`config.mk`:
```
export PLATFORM = sky130hd
export DESIGN_NAME = wb_cmd_master
export DESIGN_NICKNAME = d
export VERILOG_FILES = /design/src/rtl/wb_cmd_master.sv
export SDC_FILE = /design/constraint.sdc
export NUM_CORES = 1
export LEC_CHECK = 0
export CORE_UTILIZATION = 51
export CTS_BUF_LIST = sky130_fd_sc_hd__clkbuf_4
export CTS_CLUSTER_SIZE = 40
export DETAILED_ROUTE_END_ITERATION = 16
export GPL_ROUTABILITY_DRIVEN = 0
export MAX_ROUTING_LAYER = met4
export PLACE_DENSITY_LB_ADDON = 0.2
export SYNTH_ARGS = -nofsm -noshare
export SYNTH_HDL_FRONTEND = slang
export SYNTH_SLANG_ARGS = --single-unit
```
`constraint.sdc`:
```
create_clock -name clock -period 2.8 [get_ports clock]
set_input_delay 0.84 -clock clock [delete_from_list [all_inputs] [get_ports clock]]
set_output_delay 0.84 -clock clock [all_outputs]
set_load 0.03 [all_outputs]
```
`src/rtl/wb_cmd_master.sv`:
```
// wb_cmd_master
//   Wishbone classic master fed from a queued command stream. Commands
//   (address, write data, byte selects, direction) are buffered in a
//   DEPTH-entry FIFO and issued one at a time as single Wishbone cycles.
//   Each completion is presented on a response port with read data and
//   an error flag, and is held there until the consumer takes it.
//
//   Optional feature macro: WB_CMD_TIMEOUT_EN
//     defined   : a 16-bit bus timer aborts a cycle after TIMEOUT clocks
//                 without ack/err, reporting rsp_err=1.
//     undefined : no timer; a cycle waits indefinitely for ack/err and the
//                 TIMEOUT parameter has no effect.
//
// Ports
//   clock, reset_n          : clock (rising edge), async active-low reset
//   cmd_valid/ready         : command handshake; ready = FIFO not full
//   cmd_we/adr/dat/sel      : command direction, address, data, selects
//   rsp_valid/ready         : response handshake
//   rsp_dat/we/err          : read data (0 for writes/errors), direction,
//                             error (wb_err_i or timeout)
//   wb_*_o                  : registered Wishbone request outputs
//   wb_dat_i/ack_i/err_i    : Wishbone slave response
//   busy                    : FSM active or commands queued
//   cmd_count               : FIFO occupancy
module wb_cmd_master #(
    parameter int ADDR_W  = 32,
    parameter int DATA_W  = 32,
    parameter int DEPTH   = 4,
    parameter int TIMEOUT = 255
) (
    input  logic                       clock,
    input  logic                       reset_n,
    input  logic                       cmd_valid,
    output logic                       cmd_ready,
    input  logic                       cmd_we,
    input  logic [ADDR_W-1:0]          cmd_adr,
    input  logic [DATA_W-1:0]          cmd_dat,
    input  logic [DATA_W/8-1:0]        cmd_sel,
    output logic                       rsp_valid,
    input  logic                       rsp_ready,
    output logic [DATA_W-1:0]          rsp_dat,
    output logic                       rsp_we,
    output logic                       rsp_err,
    output logic [ADDR_W-1:0]          wb_adr_o,
    output logic [DATA_W-1:0]          wb_dat_o,
    output logic [DATA_W/8-1:0]        wb_sel_o,
    output logic                       wb_we_o,
    output logic                       wb_cyc_o,
    output logic                       wb_stb_o,
    input  logic [DATA_W-1:0]          wb_dat_i,
    input  logic                       wb_ack_i,
    input  logic                       wb_err_i,
    output logic                       busy,
    output logic [$clog2(DEPTH+1)-1:0] cmd_count
);

    localparam int SEL_W = DATA_W / 8;
    localparam int PTR_W = $clog2(DEPTH);
    localparam int CNT_W = $clog2(DEPTH+1);
    localparam int CMD_W = 1 + ADDR_W + DATA_W + SEL_W;

    typedef enum logic [1:0] {
        S_IDLE = 2'd0,
        S_BUS  = 2'd1,
        S_RESP = 2'd2
    } state_t;

    // Command storage: {we, adr, dat, sel}. Data only, never reset.
    logic [CMD_W-1:0] mem [DEPTH];
    logic [CMD_W-1:0] head;
    logic             push;
    logic             pop;

    state_t             state_q,     state_d;
    logic [PTR_W-1:0]   wr_ptr_q,    wr_ptr_d;
    logic [PTR_W-1:0]   rd_ptr_q,    rd_ptr_d;
    logic [CNT_W-1:0]   count_q,     count_d;
    logic [ADDR_W-1:0]  wb_adr_q,    wb_adr_d;
    logic [DATA_W-1:0]  wb_dat_q,    wb_dat_d;
    logic [SEL_W-1:0]   wb_sel_q,    wb_sel_d;
    logic               wb_we_q,     wb_we_d;
    logic               wb_cyc_q,    wb_cyc_d;
    logic               rsp_valid_q, rsp_valid_d;
    logic [DATA_W-1:0]  rsp_dat_q,   rsp_dat_d;
    logic               rsp_we_q,    rsp_we_d;
    logic               rsp_err_q,   rsp_err_d;

`ifdef WB_CMD_TIMEOUT_EN
    // Terminating when the pre-increment count equals TIMEOUT-1 keeps
    // cyc/stb high for exactly TIMEOUT clocks.
    localparam logic [15:0] TMO_LAST = 16'(TIMEOUT - 1);
    logic [15:0] timer_q, timer_d;
`else
    localparam logic [15:0] UNUSED_TIMEOUT = 16'(TIMEOUT);
`endif

    assign cmd_ready = (count_q != CNT_W'(DEPTH));
    assign push      = cmd_valid && cmd_ready;
    assign head      = mem[rd_ptr_q];

    always_ff @(posedge clock) begin
        if (push) begin
            mem[wr_ptr_q] <= {cmd_we, cmd_adr, cmd_dat, cmd_sel};
        end
    end

    always_comb begin
        state_d     = state_q;
        pop         = 1'b0;
        wb_adr_d    = wb_adr_q;
        wb_dat_d    = wb_dat_q;
        wb_sel_d    = wb_sel_q;
        wb_we_d     = wb_we_q;
        wb_cyc_d    = wb_cyc_q;
        rsp_valid_d = rsp_valid_q;
        rsp_dat_d   = rsp_dat_q;
        rsp_we_d    = rsp_we_q;
        rsp_err_d   = rsp_err_q;
`ifdef WB_CMD_TIMEOUT_EN
        timer_d     = timer_q;
`endif

        case (state_q)
            S_IDLE: begin
                if (count_q != '0) begin
                    pop      = 1'b1;
                    {wb_we_d, wb_adr_d, wb_dat_d, wb_sel_d} = head;
                    wb_cyc_d = 1'b1;
                    state_d  = S_BUS;
`ifdef WB_CMD_TIMEOUT_EN
                    timer_d  = '0;
`endif
                end
            end
            S_BUS: begin
                // Request registers are left untouched so the bus request
                // stays stable for the whole cycle.
                if (wb_err_i) begin
                    wb_cyc_d    = 1'b0;
                    rsp_valid_d = 1'b1;
                    rsp_we_d    = wb_we_q;
                    rsp_err_d   = 1'b1;
                    rsp_dat_d   = '0;
                    state_d     = S_RESP;
                end else if (wb_ack_i) begin
                    wb_cyc_d    = 1'b0;
                    rsp_valid_d = 1'b1;
                    rsp_we_d    = wb_we_q;
                    rsp_err_d   = 1'b0;
                    rsp_dat_d   = wb_we_q ? '0 : wb_dat_i;
                    state_d     = S_RESP;
                end
`ifdef WB_CMD_TIMEOUT_EN
                else if (timer_q == TMO_LAST) begin
                    wb_cyc_d    = 1'b0;
                    rsp_valid_d = 1'b1;
                    rsp_we_d    = wb_we_q;
                    rsp_err_d   = 1'b1;
                    rsp_dat_d   = '0;
                    state_d     = S_RESP;
                end else begin
                    timer_d     = timer_q + 16'd1;
                end
`endif
            end
            S_RESP: begin
                if (rsp_ready) begin
                    rsp_valid_d = 1'b0;
                    state_d     = S_IDLE;
                end
            end
            default: begin
                state_d  = S_IDLE;
                wb_cyc_d = 1'b0;
            end
        endcase

        // Pointers wrap naturally because DEPTH is a power of two.
        wr_ptr_d = push ? wr_ptr_q + PTR_W'(1) : wr_ptr_q;
        rd_ptr_d = pop  ? rd_ptr_q + PTR_W'(1) : rd_ptr_q;
        case ({push, pop})
            2'b10:   count_d = count_q + CNT_W'(1);
            2'b01:   count_d = count_q - CNT_W'(1);
            default: count_d = count_q;
        endcase
    end

    always_ff @(posedge clock or negedge reset_n) begin
        if (!reset_n) begin
            state_q     <= S_IDLE;
            wr_ptr_q    <= '0;
            rd_ptr_q    <= '0;
            count_q     <= '0;
            wb_adr_q    <= '0;
            wb_dat_q    <= '0;
            wb_sel_q    <= '0;
            wb_we_q     <= 1'b0;
            wb_cyc_q    <= 1'b0;
            rsp_valid_q <= 1'b0;
            rsp_dat_q   <= '0;
            rsp_we_q    <= 1'b0;
            rsp_err_q   <= 1'b0;
`ifdef WB_CMD_TIMEOUT_EN
            timer_q     <= '0;
`endif
        end else begin
            state_q     <= state_d;
            wr_ptr_q    <= wr_ptr_d;
            rd_ptr_q    <= rd_ptr_d;
            count_q     <= count_d;
            wb_adr_q    <= wb_adr_d;
            wb_dat_q    <= wb_dat_d;
            wb_sel_q    <= wb_sel_d;
            wb_we_q     <= wb_we_d;
            wb_cyc_q    <= wb_cyc_d;
            rsp_valid_q <= rsp_valid_d;
            rsp_dat_q   <= rsp_dat_d;
            rsp_we_q    <= rsp_we_d;
            rsp_err_q   <= rsp_err_d;
`ifdef WB_CMD_TIMEOUT_EN
            timer_q     <= timer_d;
`endif
        end
    end

    assign wb_adr_o  = wb_adr_q;
    assign wb_dat_o  = wb_dat_q;
    assign wb_sel_o  = wb_sel_q;
    assign wb_we_o   = wb_we_q;
    assign wb_cyc_o  = wb_cyc_q;
    assign wb_stb_o  = wb_cyc_q;
    assign rsp_valid = rsp_valid_q;
    assign rsp_dat   = rsp_dat_q;
    assign rsp_we    = rsp_we_q;
    assign rsp_err   = rsp_err_q;
    assign busy      = (state_q != S_IDLE) || (count_q != '0);
    assign cmd_count = count_q;

endmodule

```
==> flow_metrics.py <==
metrics = {
    "status": {
        "status": "finished clean",
    },
    "finish": {
        "drive_gt1_share_pct": 31.3,
        "final_util_pct": 66.8,
        "synthToLayoutAreaGrowth_pct": 27.5,
        "fin_nets": 1123,
        "fin_cells": 1470,
        "fillers": 1953,
    },
    "setup_path": {
        "start_kind": "flop",
        "crit_path_end_kind": "output pin",
        "arrival_ns": 1.82,
        "path_delay_family": "buffers and inverters",
        "critPathKind": "flop to output pin",
        "cpPeakStageDelay_ns": 0.73,
        "crit_fanout": 5,
        "worstPathBufferInverterCount": 1,
        "cp.required_ns": 1.96,
        "slowest_stage": "clkdlybuf4s50_1",
        "worstPathCellList": "clkdlybuf4s50_1",
    },
    "grt": {
        "track_usage_pct": 19.8,
        "grt_overflow": 0,
        "grt_pass1_wl_mm": 42.2,
        "grt_pass1_vias": 7921,
        "grt_start_max_net_pins": 57,
        "antenna_found_initial": 4,
    },
    "timing": {
        "fmax_mhz": 375,
        "final.setup_skew_ns": 0.0319,
        "rsz0062_at_grt": "false",
        "worst_slack_ns": 0.135,
        "finalSetupTns_ns": 0,
        "fin_crit_ns": 2.66,
        "hold_viol": 0,
        "tightestPinTransition_ns": 0.508,
        "setup_violations": 0,
        "period_share_pct": 95.2,
        "slew_headroom_pct": 66.1,
        "drv_slew": 0,
    },
    "power": {
        "power_density_mw_per_mm2": 1160,
        "p_int_w": 0.0146,
        "ir_drop_uv": 664,
        "seqPwrFrac_pct": 40.4,
        "swShare_pct": 32.7,
        "leakage_nw": 6.83,
        "p_total_w": 0.0218,
        "p_clk_share_pct": 21.5,
        "power_frac_comb_pct": 38.2,
        "switchingPower_w": 0.00710,
    },
    "synth": {
        "synthArstFlopShare_pct": 29.2,
        "synth_cell_types": 33,
        "synth-edff-count": 276,
        "syn-cell-area_mm2": 0.0147,
        "syn-instance-count": 705,
        "yosys_warnings": 0,
        "synth_seq_cells": 390,
        "syn-num-nets": 818,
        "synth_top_area_share_pct": 56.5,
        "synth_top_area_cell": "edfxtp_1",
        "ys_seq_area_share_pct": 75.9,
        "synth_flop_cell": "edfxtp_1",
        "synth_area_per_cell_um2": 20.8,
        "synthTopCellsByArea": "edfxtp_1, dfrtp_1, mux4_2",
    },
    "detailed_routing": {
        "wirelength_mm": 27.3,
        "viasPerCell": 5.06,
        "num_vias": 7440,
        "wire_per_inst_um": 18.6,
        "drc": 0,
        "ant_nets": 0,
        "drt-initial-drc-count": 374,
        "first_pass_iters": 4,
    },
    "die": {
        "die_w_um": 172,
        "row_count": 61,
        "die_h_um": 172,
        "ios": 218,
        "initial_utilization_pct": 52.4,
        "die-area_mm2": 0.0295,
        "core_area_mm2": 0.0280,
    },
    "clock_tree": {
        "clock_sinks": 390,
        "cts_tree": "built",
        "path_clk_slew_ns": 0.07,
        "post_cts_buffers": 0,
        "numCtsBuffers": 95,
        "htreeDepth": 3,
        "clockBufferDepth": 3,
        "root_buffer": "clkbuf_4",
        "clk_latency_ns": 0.68,
    },
    "place": {
        "dpl.hpwl_mm": 17.0,
        "placed_cells": 1291,
        "portBuffers": 217,
        "pre_cts_ws_ns": 0.180,
    },
    "run": {
        "cap_violations": 0,
    },
    "hold_path": {
        "hold_class": "primary input to asynchronous set/reset pin",
    },
}
registers in the layout, summed over array words and instances, names as in the netlist, 3 cells and up:
| signal | count |
|---|---|
| wb_sel_o | 4 |
| wb_adr_o | 32 |
| cmd_count | 3 |
| mem | 276 |
| wb_dat_o | 32 |
| rsp_dat | 32 |
metal layers:
layer  vias up  wire length [µm]  track usage, %
li1       3409                 -               -
met5         -                 0               -
met1      3738             11100            23.7
met3        45              2120            6.17
met2       248             13700            31.7
met4         0               396            7.49
Yosys cell counts, types with 4 or more instances:
cell and instances:
xnor2_1 4, clkbuf_1 10, mux2i_1 34, inv_1 40, dfrtp_1 114, and3_1 4, ha_1 5, nand2_1 34
mux4_2 68, nor2_1 5, edfxtp_1 276, buf_6 18, mux2_2 70
cell type report:
class	count	area (µm²)	area share (%)
diodes	4	10.0	0.0535
clock buffers	157	1180	6.30
clock inverters	18	98.8	0.528
inverters	40	150	0.802
multi-input cells	244	3160	16.9
flip-flops and latches	390	11100	59.6
well taps	378	473	2.53
repair buffers	239	2500	13.3
repair_timing:
| action | CTS | global route |
|---|---|---|
| hold buffers | 0 | 0 |
| endpoints found under the hold margin | 0 | 0 |
| setup endpoints to repair | 2 | 3 |
| resized for setup | 5 | 4 |
cell families after synthesis:
group	count (synthesis)	synth area share, %
mux	174	18.4
fa+ha+maj	6	0.563
compound gates	4	0.213
buf+inv	71	2.80
simple gates	54	1.74
flops	390	75.9
xor+xnor	6	0.358
layout by cell type, fill, tap and decap left out, types with 3 or more instances in the layout:
cell type,n
dfrtp_1,112
clkbuf_4,157
nor2_1,3
buf_4,9
nand2_1,34
clkdlybuf4s50_1,213
inv_2,3
clkinv_1,12
diode_2,4
and3_4,4
mux2_2,70
mux2i_1,34
ha_1,5
edfxtp_1,276
inv_1,40
mux4_2,68
xnor2_1,4
buf_12,13
stage by stage:
step	hold slack [ns]	cell area (µm²)
2_1_floorplan	0.479	14700
3_3_place_gp	0.463	17400
3_5_place_dp	0.468	17400
4_1_cts	0.0390	18700
5_1_grt	0.0336	18700
6_report	0.0829	18700
path summary, 6_finish.rpt:
path                              start           end  slack (ns)  depth (start not counted)
min                             reset_n  wb_adr_o[12]        0.08                          1
max                        cmd_count[2]  cmd_count[2]        0.14                          1
max in group asynchronous       reset_n  wb_adr_o[23]        2.05                          2
min reg2reg                   rsp_valid     rsp_valid        0.48                          1
min in group clock            rsp_valid     rsp_valid        0.48                          1
max reg2reg                cmd_count[0]  cmd_count[2]        0.54                          9
power by group through the flow:
stage	sequential [W]	clock [W]	combinational, W
global route	0.00896	0.00513	0.00887
CTS	0.00881	0.00484	0.00846
floorplan	0.0102	0	0.00411
global placement	0.00885	0	0.00835
finish	0.00878	0.00467	0.00830
detailed placement	0.00892	0	0.00843
No activity file was read; power rests on OpenSTA's default activity.
